--- config.mk ---
export PLATFORM = sky130hd
export DESIGN_NAME = clock_display
export DESIGN_NICKNAME = d
export VERILOG_FILES = /design/src/rtl/clock_display.sv
export SDC_FILE = /design/constraint.sdc
export NUM_CORES = 1
export LEC_CHECK = 0
export ABC_AREA = 1
export CAP_MARGIN = 25
export CORE_MARGIN = 2
export CORE_UTILIZATION = 40
export DETAILED_ROUTE_END_ITERATION = 10
export SYNTH_ARGS = -nofsm -noshare
export SYNTH_HDL_FRONTEND = slang
export SYNTH_SLANG_ARGS = --single-unit
--- constraint.sdc ---
create_clock -name clk -period 3.15 [get_ports clk]
set_clock_uncertainty 0.2 [all_clocks]
set_input_delay 0.63 -clock clk [delete_from_list [all_inputs] [get_ports clk]]
set_output_delay 0.63 -clock clk [all_outputs]
set_load 0.01 [all_outputs]
--- src/rtl/clock_display.sv ---
// ---------------------------------------------------------------------------
// clock_display
//   Drives a six-digit multiplexed common-anode 7-segment display showing
//   HH.MM.SS from binary hour/minute/second inputs.
//
//   A snapshot of {hr,min,sec} is converted to BCD by repeated subtraction
//   (IDLE -> CONV -> LOAD). All six display digits are written in one cycle,
//   so a half-converted time is never displayed. Input changes during a
//   conversion are picked up on the next IDLE cycle.
//
//   A scan counter cycles through the digits, showing each one for SCAN_DIV
//   clocks. seg/an/dp are registered from the previous cycle's digit index
//   and display digits.
//
// Ports
//   clk  in   system clock, rising edge
//   rst  in   asynchronous active-high reset
//   sec  in   [5:0] binary seconds
//   min  in   [5:0] binary minutes
//   hr   in   [4:0] binary hours
//   seg  out  [6:0] active-low segments, seg[0]=a .. seg[6]=g
//   an   out  [5:0] active-low digit enables, an[0]=sec units .. an[5]=hr tens
//   dp   out  active-low decimal point (separator after hr and min units)
// ---------------------------------------------------------------------------
module clock_display #(
  parameter int SCAN_DIV = 50000
) (
  input  logic       clk,
  input  logic       rst,
  input  logic [5:0] sec,
  input  logic [5:0] min,
  input  logic [4:0] hr,
  output logic [6:0] seg,
  output logic [5:0] an,
  output logic       dp
);

  localparam int SW = (SCAN_DIV > 1) ? $clog2(SCAN_DIV) : 1;

  typedef enum logic [1:0] {IDLE, CONV, LOAD} state_t;

  state_t      state_q, state_d;
  logic [16:0] cap_q, cap_d;
  logic [5:0]  ws_q, ws_d, wm_q, wm_d;
  logic [4:0]  wh_q, wh_d;
  logic [2:0]  ts_q, ts_d, tm_q, tm_d, th_q, th_d;
  // Display digits: {hr tens, hr units, min tens, min units, sec tens, sec units}
  logic [23:0] disp_q, disp_d;

  logic [SW-1:0] scan_q;
  logic [2:0]    digit_q;

  logic [6:0] seg_q, seg_d;
  logic [5:0] an_q, an_d;
  logic       dp_q, dp_d;
  logic [3:0] cur_val;

  logic [16:0] live;
  assign live = {hr, min, sec};

  // ---------------- conversion FSM: next state ----------------
  always_comb begin
    state_d = state_q;
    cap_d   = cap_q;
    ws_d    = ws_q;
    wm_d    = wm_q;
    wh_d    = wh_q;
    ts_d    = ts_q;
    tm_d    = tm_q;
    th_d    = th_q;
    disp_d  = disp_q;
    case (state_q)
      IDLE: begin
        if (live != cap_q) begin
          cap_d   = live;
          ws_d    = sec;
          wm_d    = min;
          wh_d    = hr;
          ts_d    = 3'd0;
          tm_d    = 3'd0;
          th_d    = 3'd0;
          state_d = CONV;
        end
      end
      CONV: begin
        if (ws_q < 6'd10 && wm_q < 6'd10 && wh_q < 5'd10) begin
          state_d = LOAD;
        end else begin
          // Fields convert independently; the slowest one sets the latency.
          if (ws_q >= 6'd10) begin
            ws_d = ws_q - 6'd10;
            ts_d = ts_q + 3'd1;
          end
          if (wm_q >= 6'd10) begin
            wm_d = wm_q - 6'd10;
            tm_d = tm_q + 3'd1;
          end
          if (wh_q >= 5'd10) begin
            wh_d = wh_q - 5'd10;
            th_d = th_q + 3'd1;
          end
        end
      end
      LOAD: begin
        disp_d  = {1'b0, th_q, wh_q[3:0], 1'b0, tm_q, wm_q[3:0], 1'b0, ts_q, ws_q[3:0]};
        state_d = IDLE;
      end
      default: state_d = IDLE;
    endcase
  end

  // ---------------- output encoding from previous-cycle state ----------------
  always_comb begin
    cur_val = disp_q[3:0];
    case (digit_q)
      3'd0:    cur_val = disp_q[3:0];
      3'd1:    cur_val = disp_q[7:4];
      3'd2:    cur_val = disp_q[11:8];
      3'd3:    cur_val = disp_q[15:12];
      3'd4:    cur_val = disp_q[19:16];
      3'd5:    cur_val = disp_q[23:20];
      default: cur_val = disp_q[3:0];
    endcase
  end

  always_comb begin
    seg_d = 7'h7F;
    case (cur_val)
      4'd0: seg_d = 7'b1000000;
      4'd1: seg_d = 7'b1111001;
      4'd2: seg_d = 7'b0100100;
      4'd3: seg_d = 7'b0110000;
      4'd4: seg_d = 7'b0011001;
      4'd5: seg_d = 7'b0010010;
      4'd6: seg_d = 7'b0000010;
      4'd7: seg_d = 7'b1111000;
      4'd8: seg_d = 7'b0000000;
      4'd9: seg_d = 7'b0010000;
      default: seg_d = 7'h7F;
    endcase
    an_d = ~(6'd1 << digit_q);
    // Separator lit on hr/min units digits, blinking with the seconds parity.
    dp_d = ~(((digit_q == 3'd2) || (digit_q == 3'd4)) && !disp_q[0]);
  end

  // ---------------- registers ----------------
  always_ff @(posedge clk or posedge rst) begin
    if (rst) begin
      state_q <= IDLE;
      cap_q   <= '0;
      ws_q    <= '0;
      wm_q    <= '0;
      wh_q    <= '0;
      ts_q    <= '0;
      tm_q    <= '0;
      th_q    <= '0;
      disp_q  <= '0;
      scan_q  <= '0;
      digit_q <= '0;
      seg_q   <= 7'h7F;
      an_q    <= 6'h3F;
      dp_q    <= 1'b1;
    end else begin
      state_q <= state_d;
      cap_q   <= cap_d;
      ws_q    <= ws_d;
      wm_q    <= wm_d;
      wh_q    <= wh_d;
      ts_q    <= ts_d;
      tm_q    <= tm_d;
      th_q    <= th_d;
      disp_q  <= disp_d;
      seg_q   <= seg_d;
      an_q    <= an_d;
      dp_q    <= dp_d;
      if (scan_q == SW'(SCAN_DIV - 1)) begin
        scan_q  <= '0;
        digit_q <= (digit_q == 3'd5) ? 3'd0 : digit_q + 3'd1;
      end else begin
        scan_q  <= scan_q + 1'b1;
      end
    end
  end

  assign seg = seg_q;
  assign an  = an_q;
  assign dp  = dp_q;

endmodule
==> results of run 1 <==
==> through the flow <==
step	setup WS [ns]	hold WS (ns)	power [W]	cell area, µm²	std cells
final	0.724	0.269	0.00488	5910	818
after global routing	0.552	0.280	0.00531	5910	818
after CTS	0.697	0.265	0.00493	5880	817
after detailed placement	0.333	0.256	0.00382	5590	801
after global placement	0.384	0.248	0.00377	5590	801
after floorplan	1.16	0.233	0.00334	5090	607
==> where the power goes <==
part | switching, W | total, W | internal, W
clock | 0.000460 | 0.00108 | 0.000618
sequential | 0.000290 | 0.00198 | 0.00169
combinational | 0.00106 | 0.00182 | 0.000764
total | 0.00181 | 0.00488 | 0.00307
==> worst reg2reg max path, delay by kind of cell (launching register included) <==
kind            cells  cell delay (ns)
buf+inv             2             0.18
compound gates      2             0.37
flops               1             0.63
fa+ha+maj           2             0.56
simple gates        5             0.35
==> layout make-up <==
class / instances / area share
sequential: 99 / 0.422
multi-input combinational: 418 / 0.373
timing repair buffer: 39 / 0.0708
inverter: 74 / 0.0481
clock buffer: 12 / 0.0400
tap: 172 / 0.0364
clock inverter: 4 / 0.00911
==> sequential cells by signal, summed over array words and instances, names as in the netlist, 3 cells and up <==
signal and cells:
ws_q 6, wh_q 5, wm_q 6, disp_q 21, cap_q 17, th_q 3, scan_q 16, seg 7
an 6, tm_q 3, digit_q 3, ts_q 3
==> cell families after synthesis <==
| family | after synthesis | share of synthesized area |
|---|---|---|
| simple gates | 307 | 0.281 |
| flops | 99 | 0.491 |
| buf+inv | 90 | 0.0758 |
| compound gates | 74 | 0.0763 |
| xor+xnor | 18 | 0.0310 |
| fa+ha+maj | 11 | 0.0271 |
| mux | 8 | 0.0177 |
==> layer usage <==
layer | up-vias | track usage
met2 | 69 | 0.276
met3 | 6 | 0.0472
met5 | - | 0
met1 | 1889 | 0.221
met4 | 0 | 0.0416
li1 | 2037 | -
==> cells in the final DEF, fill, tap and decap left out, types with 14 or more instances in the layout <==
cell	count
nand2_1	171
nand4_1	35
nor2_1	39
dfrtp_1	85
nand3_1	24
dfstp_2	14
o21ai_0	36
o21ai_1	17
inv_1	63
clkdlybuf4s50_1	32
==> worst paths after layout <==
kind                            slack, ns                   end  cells after the start
worst min-delay path                 0.27   scan_q[0]$_DFF_PP0_                      1
worst min register to register       0.27   scan_q[0]$_DFF_PP0_                      1
worst max-delay path                 0.72  cap_q[0]$_DFFE_PP0P_                     11
max in group asynchronous            1.55      seg[5]$_DFF_PP1_                      3
min in group asynchronous            0.51  cap_q[7]$_DFFE_PP0P_                      2
worst max register to register       0.80      seg[3]$_DFF_PP1_                     11
==> flow_metrics.py, run 1 <==
metrics = {
    "status": {
        "status": "finished, final reports clean",
    },
    "clock_network": {
        "cts-buffers-inserted": 9,
        "cts_max_level": 3,
        "cts_setup_buffers": 0,
        "clk_pin_slew_ns": 0.07,
        "cts_root_buf": "clkbuf_16",
        "cts_resized": 0,
        "cts_hold_buf": 0,
        "clock-sinks": 99,
        "clkLatencyLatePin_ns": 0.34,
        "cts.path.max_buffers": 2,
        "cts_tree": "yes",
    },
    "floorplanning": {
        "dieArea_um2": 13600,
        "die_y_um": 117,
        "core_um2": 12500,
        "io_pins": 33,
        "chipWidth_um": 117,
        "row_count": 41,
        "start_util": 0.406,
    },
    "pwr": {
        "cellPowerDensity_nw_per_um2": 826,
        "cellLeakagePower_nw": 2.92,
        "peakVddDrop_mv": 0.382,
    },
    "setup_path": {
        "crit_path_max_incr_delay_ns": 0.51,
        "critical_path_class": "primary input to flip-flop",
        "crit_buf_inv": 2,
        "required_ns": 3.20,
        "crit_family": "simple AND/OR/NAND/NOR gates",
        "crit_top_cell": "nand2_1",
        "crit_chain": "clkdlybuf4s50_1 > inv_1 > nand2_1 > nand2_1 > nor2_1 > nand2_1 > nor2_2 > nand4_4 > nand2_4 > nand2_1 > o21ai_0",
        "cp-startpoint": "min[4]",
        "cp.arrival_ns": 2.48,
        "slowest_stage": "clkdlybuf4s50_1",
        "r2r_start": "digit_q[0]$_DFFE_PP0N_",
        "critPathLaunchType": "primary input",
        "end_kind": "flip-flop",
        "crit_fanout": 36,
    },
    "synthesis": {
        "synth_edf_count": 0,
        "netlist_top_cells_count": "171 x nand2_1, 85 x dfrtp_1, 64 x inv_1",
        "ys_seq_area_frac": 0.491,
        "syn_area_um2": 5080,
        "synth_largest_area_cell": "dfrtp_1",
        "synthDistinctLibCells": 40,
        "ys_ff_latch": 99,
        "ys.flop_type": "dfrtp_1",
        "syn_area_per_cell_um2": 8.38,
        "synth.most_common_cell": "nand2_1",
        "ys_top_cells_by_area": "dfrtp_1 42%, nand2_1 13%, dfstp_2 7.2%",
        "synth_top_area_share": 0.418,
        "synth.net_count": 637,
        "synthArstFlopShare": 1.00,
        "yosys_warnings": 0,
        "syn_inst": 607,
    },
    "sta": {
        "fin_crit_sh": 0.770,
        "timing.final.crit_period_ns": 2.43,
        "setup_viol": 0,
        "maxSlewHeadroom": 0.574,
        "slew_viol_final": 0,
        "max_freq_mhz": 412,
        "hold_violations": 0,
        "grt_setup_unrepaired": "no",
        "setup_tns_ns": 0,
        "tightest_slew_ns": 0.637,
    },
    "finish": {
        "post-route-util": 0.472,
        "n_antenna_cell": 0,
        "num-fill-cells": 1249,
        "regArea_um2": 2490,
        "drive_gt1_frac": 0.122,
        "multi_input_area_um2": 2200,
        "fin_nets": 671,
        "synthToLayoutAreaGrowth_pct": 16.2,
    },
    "placement": {
        "dp_hpwl_um": 7780,
        "portBuffers": 32,
        "place_congestion": 0.854,
    },
    "global_route": {
        "antenna_found_initial": 0,
        "grt_pass1_wl_um": 17900,
        "grt_start_max_net_pins": 47,
        "grt_use_total": 0.168,
        "grt_pass1_vias": 3760,
        "overflow": 0,
    },
    "detailed_routing": {
        "drt_wl_total_um": 10400,
        "post-route-drc-count": 0,
        "drt_iter0_drc": 325,
        "wl_met2_um": 4980,
        "wl_met3_um": 412,
        "vias_per_cell": 4.89,
        "drt_first_pass_iters": 5,
        "vias": 4001,
        "postRouteAntennaNets": 0,
        "met1Wirelength_um": 4930,
        "routedWlPerCell_um": 12.7,
        "highest_layer": "met4",
    },
    "job": {
        "maxCapViolCount": 0,
    },
    "worst_hold_path": {
        "min_path_type": "flip-flop to flip-flop",
        "hold_start": "scan_q[0]$_DFF_PP0_",
    },
}
Note: power is estimated with default switching activity, not from simulation.
==> run 2: changes to the inputs <==
Clock period 3.15 ns to 2.5 ns, I/O delays scaled along.
==> run 2 against run 1 <==
Setup slack lost 0.44 ns. Power grew 28%. Register-to-register slack lost 0.52 ns. Core utilization grew 0.46 points.
==> flow_metrics.py, run 2 (synthesis gave the netlist of run 1 again) <==
metrics = {
    "global_route": {
        "grt_pass1_vias": 3887,
        "antenna_found_initial": 0,
        "grt_pass1_wl_um": 17900,
        "grt_start_max_net_pins": 36,
        "grt_use_total": 0.168,
        "overflow": 0,
    },
    "finish": {
        "post-route-util": 0.476,
        "num-fill-cells": 1238,
        "final_cells": 824,
        "n_antenna_cell": 0,
        "largest_reg_flops": 21,
        "final_common_cell": "nand2_1",
        "regArea_um2": 2490,
        "final_area_um2": 5960,
        "fin_nets": 677,
        "drive_gt1_frac": 0.135,
        "largestRegisters": "disp_q: 21 flops, cap_q: 17 flops, scan_q: 16 flops",
        "synthToLayoutAreaGrowth_pct": 17.3,
        "layout_common_cells": "171 x nand2_1, 85 x dfrtp_1, 63 x inv_1",
        "largest-register": "disp_q",
        "multi_input_area_um2": 2200,
    },
    "clock_network": {
        "clock-sinks": 99,
        "cts_resized": 0,
        "cts_hold_buf": 0,
        "clkLatencyLatePin_ns": 0.35,
        "clk_pin_slew_ns": 0.07,
        "cts_setup_buffers": 0,
        "cts-buffers-inserted": 9,
        "cts_root_buf": "clkbuf_16",
        "cts.path.max_buffers": 2,
        "cts_tree": "yes",
        "cts_max_level": 3,
    },
    "placement": {
        "place_inst": 808,
        "dp_slack_ns": -0.0317,
        "dp_hpwl_um": 7860,
        "place_congestion": 0.850,
        "place_area_um2": 5650,
        "portBuffers": 32,
    },
    "sta": {
        "grt_setup_unrepaired": "no",
        "tightest_slew_ns": 0.677,
        "slew_viol_final": 0,
        "setup_viol": 0,
        "finalWorstSetupSlack_ns": 0.279,
        "hold_ws_ns": 0.260,
        "max_freq_mhz": 450,
        "timing.final.crit_period_ns": 2.22,
        "fin_crit_sh": 0.889,
        "maxSlewHeadroom": 0.548,
        "hold_violations": 0,
    },
    "status": {
        "status": "finished, final reports clean",
    },
    "detailed_routing": {
        "post-route-drc-count": 0,
        "drt_iter0_drc": 232,
        "vias": 3983,
        "vias_per_cell": 4.83,
        "postRouteAntennaNets": 0,
        "routedWlPerCell_um": 12.7,
        "drt_wl_total_um": 10500,
        "drt_first_pass_iters": 4,
    },
    "floorplanning": {
        "core_um2": 12500,
        "start_util": 0.406,
        "dieArea_um2": 13600,
        "chipWidth_um": 117,
        "row_count": 41,
        "io_pins": 33,
        "die_y_um": 117,
    },
    "setup_path": {
        "crit_top_cell": "nand2_1",
        "crit_buf_inv": 2,
        "required_ns": 2.59,
        "r2r_start": "digit_q[2]$_DFFE_PP0N_",
        "critical_path_class": "flip-flop to flip-flop",
        "crit_path_max_incr_delay_ns": 0.57,
        "slowest_stage": "dfrtp_1",
        "end_kind": "flip-flop",
        "cp-startpoint": "digit_q[2]$_DFFE_PP0N_",
        "crit_fanout": 10,
        "crit_family": "adder cells",
        "critPathLaunchType": "flip-flop",
        "cp.arrival_ns": 2.31,
        "crit_chain": "inv_4 > ha_1 > a21oi_1 > nand2_1 > nand2_2 > inv_1 > ha_1 > nand3_1 > nand2_1 > nand2_1 > nand2_1",
    },
    "pwr": {
        "peakVddDrop_mv": 0.395,
        "cellPowerDensity_nw_per_um2": 1050,
        "cellLeakagePower_nw": 2.96,
    },
    "worst_hold_path": {
        "min_path_type": "flip-flop to flip-flop",
        "hold_start": "scan_q[0]$_DFF_PP0_",
    },
    "job": {
        "maxCapViolCount": 0,
    },
}
run 2: changes by cell type in the layout (fill, tap and decap cells not counted), sizes merged:
cell      before  now
inv           72   74
clkinv         2    3
buf            7   13
clkinvlp       3    2
clkbuf        12   10
run 2: final cells by class:
| class | count | area share |
|---|---|---|
| well taps | 172 | 0.0361 |
| inverters | 74 | 0.0476 |
| multi-input cells | 418 | 0.369 |
| flip-flops and latches | 99 | 0.418 |
| clock buffers | 10 | 0.0401 |
| repair buffers | 45 | 0.0764 |
| clock inverters | 6 | 0.0120 |
run 2: final timing paths:
path / to / slack (ns) / cells after the start
min reg2reg: scan_q[0]$_DFF_PP0_ / 0.26 / 1
max reg2reg: seg[3]$_DFF_PP1_ / 0.28 / 11
min in group asynchronous: wm_q[0]$_DFFE_PP0P_ / 0.35 / 2
max in group asynchronous: seg[0]$_DFF_PP1_ / 1.16 / 3
min: scan_q[0]$_DFF_PP0_ / 0.26 / 1
max: seg[3]$_DFF_PP1_ / 0.28 / 11
run 2: layer usage:
| layer | global-route usage | up-vias | part of all wire |
|---|---|---|---|
| li1 | - | 2050 | - |
| met1 | 0.217 | 1847 | 0.48 |
| met2 | 0.273 | 72 | 0.46 |
| met3 | 0.0415 | 14 | 0.040 |
| met4 | 0.0651 | 0 | 0.019 |
| met5 | 0 | - | 0 |
run 2: where the power goes:
part           internal, W  switching, W  total, W  leakage [nW]
sequential         0.00213      0.000371   0.00250          1.24
clock             0.000813      0.000622   0.00144         0.151
combinational     0.000980       0.00132   0.00230          1.57
total              0.00392       0.00231   0.00624          2.96
run 2: per-stage QoR:
step | total power [W] | setup TNS (ns)
after floorplan | 0.00421 | 0
after global placement | 0.00475 | 0
after detailed placement | 0.00484 | -0.178
after CTS | 0.00630 | 0
after global routing | 0.00674 | 0
final | 0.00624 | 0
==> run 3: changes to the inputs <==
Settings changed: HOLD_SLACK_MARGIN set to 0.1.
Clock period 2.5 ns to 2.7 ns, I/O delays scaled along.
==> run 3 against run 2 <==
Combinational power fell by 8.7%. Global-route usage rose by 0.42 points. Core utilization fell by 0.52 points. Clock power fell by 9.7%. First-iteration DRC count rose by 42%. Final area fell by 1.1%. Count of clock-buffer cells in the layout did not move. Via count fell by 0.10%. Setup slack improved by 0.099 ns. Wire length rose by 1.8%. Sequential share of layout area rose by 0.46 points. Critical path depth did not move.
==> flow_metrics.py, run 3 (synthesis gave the netlist of run 1 again) <==
metrics = {
    "global_route": {
        "grt_use_total": 0.172,
        "grt_pass1_vias": 3815,
        "grt_pass1_wl_um": 18300,
        "grt_start_max_net_pins": 49,
        "antenna_found_initial": 0,
        "overflow": 0,
    },
    "setup_path": {
        "slowest_stage": "dfrtp_1",
        "r2r_start": "digit_q[0]$_DFFE_PP0N_",
        "critPathLaunchType": "flip-flop",
        "required_ns": 2.78,
        "ff2ff_path_depth": 11,
        "rrSetupSlack_ns": 0.38,
        "crit_top_cell": "nand2_1",
        "end_kind": "flip-flop",
        "crit_fanout": 10,
        "critical_path_class": "flip-flop to flip-flop",
        "crit_path_max_incr_delay_ns": 0.63,
        "cp.arrival_ns": 2.40,
        "crit_chain": "nand2_1 > inv_1 > ha_1 > a21oi_1 > a21oi_2 > inv_1 > ha_1 > nand3_1 > nand2_1 > nand2_1 > nand2_1",
        "r2r-end": "seg[3]$_DFF_PP1_",
    },
    "finish": {
        "fin_nets": 671,
        "largest-register": "disp_q",
        "final_area_um2": 5900,
        "final_cells": 818,
        "synthToLayoutAreaGrowth_pct": 16.0,
        "drive_gt1_frac": 0.127,
        "largest_reg_flops": 21,
        "final_common_cell": "nand2_1",
        "n_antenna_cell": 0,
        "largestRegisters": "disp_q: 21 flops, cap_q: 17 flops, scan_q: 16 flops",
        "layout_common_cells": "171 x nand2_1, 85 x dfrtp_1, 63 x inv_1",
    },
    "worst_hold_path": {
        "min_path_type": "flip-flop to flip-flop",
        "holdPathStages": 1,
        "whs_endpoint": "scan_q[0]$_DFF_PP0_",
        "hold_start": "scan_q[0]$_DFF_PP0_",
    },
    "clock_network": {
        "cts_setup_buffers": 0,
        "clock-sinks": 99,
        "clkLatencyLatePin_ns": 0.35,
        "cts_max_level": 3,
        "cts_resized": 0,
        "cts_root_buf": "clkbuf_16",
        "cts.path.max_buffers": 2,
        "cts_tree": "yes",
        "cts_hold_buf": 0,
        "clk_pin_slew_ns": 0.07,
        "cts-buffers-inserted": 9,
    },
    "sta": {
        "setup_viol": 0,
        "fin_crit_sh": 0.860,
        "finalWorstSetupSlack_ns": 0.378,
        "max_freq_mhz": 431,
        "tightest_slew_ns": 0.726,
        "timing.final.crit_period_ns": 2.32,
        "maxSlewHeadroom": 0.515,
        "grt_setup_unrepaired": "no",
        "slew_viol_final": 0,
        "setup_tns_ns": 0,
        "hold_violations": 0,
        "hold_ws_ns": 0.269,
    },
    "floorplanning": {
        "die_y_um": 117,
        "dieArea_um2": 13600,
        "core_um2": 12500,
        "start_util": 0.406,
        "row_count": 41,
        "io_pins": 33,
        "chipWidth_um": 117,
    },
    "pwr": {
        "cellPowerDensity_nw_per_um2": 968,
        "peakVddDrop_mv": 0.439,
        "cellLeakagePower_nw": 2.92,
    },
    "detailed_routing": {
        "drt_first_pass_iters": 5,
        "vias": 3979,
        "drt_iter0_drc": 329,
        "drt_wl_total_um": 10700,
        "routedWlPerCell_um": 13.0,
        "postRouteAntennaNets": 0,
        "post-route-drc-count": 0,
        "vias_per_cell": 4.86,
    },
    "placement": {
        "place_area_um2": 5600,
        "dp_slack_ns": 0.0423,
        "place_congestion": 0.861,
        "place_inst": 802,
        "dp_hpwl_um": 7790,
        "portBuffers": 32,
    },
    "job": {
        "maxCapViolCount": 0,
    },
    "status": {
        "status": "finished, final reports clean",
    },
}
## run 3: changes by cell type in the layout (fill, tap and decap cells not counted)
cell	change
buf_4	-5
buf_12	-1
clkinv_2	+1
clkinv_4	-1
clkinvlp_4	+1
inv_8	-1
## run 3: cell type report
class	instances	area, µm²
Sequential cell	99	2490
Clock inverter	6	63.8
Tap cell	172	215
Fill cell	1243	6620
Inverter	74	284
Multi-Input combinational cell	418	2200
Clock buffer	10	239
Timing Repair Buffer	39	398
## run 3: power breakdown
part           switching [W]  internal [W]
clock               0.000560      0.000743
sequential          0.000339       0.00197
combinational        0.00122      0.000873
## run 3: how the worst max path moves through the flow
stage	start	to	slack, ns	cells past startpoint
finish	digit_q[0]$_DFFE_PP0N_	seg[3]$_DFF_PP1_	0.38	11
global route	digit_q[0]$_DFFE_PP0N_	seg[3]$_DFF_PP1_	0.17	11
CTS	digit_q[0]$_DFFE_PP0N_	seg[3]$_DFF_PP1_	0.36	11
detailed placement	sec[4]	wm_q[0]$_DFFE_PP0P_	0.04	11
global placement	min[4]	wm_q[0]$_DFFE_PP0P_	0.07	10
floorplan	digit_q[2]$_DFFE_PP0N_	seg[3]$_DFF_PP1_	0.73	11
## run 3: worst max-delay path: cells and delay by family (launching register included)
family / cells / cell delay [ns]
adder cells (fa/ha/maj): 2 / 0.53
buffers and inverters: 2 / 0.18
AND/OR/NAND/NOR: 5 / 0.34
AO/OA/AOI/OAI: 2 / 0.38
flip-flops: 1 / 0.63
## run 3: per-layer routing
metal / GRT usage / up-vias / routed length, µm
met3: 0.0524 / 9 / 438
met5: 0 / - / 0
met4: 0.0439 / 0 / 133
li1: - / 2033 / -
met2: 0.291 / 68 / 5140
met1: 0.216 / 1869 / 4960
## run 3: metrics by stage
| stage | total power [W] | util |
|---|---|---|
| 6_report | 0.00571 | 0.471 |
| 5_1_grt | 0.00624 | 0.471 |
| 4_1_cts | 0.00578 | 0.471 |
| 3_5_place_dp | 0.00444 | 0.447 |
| 3_3_place_gp | 0.00436 | 0.447 |
| 2_1_floorplan | 0.00390 | - |
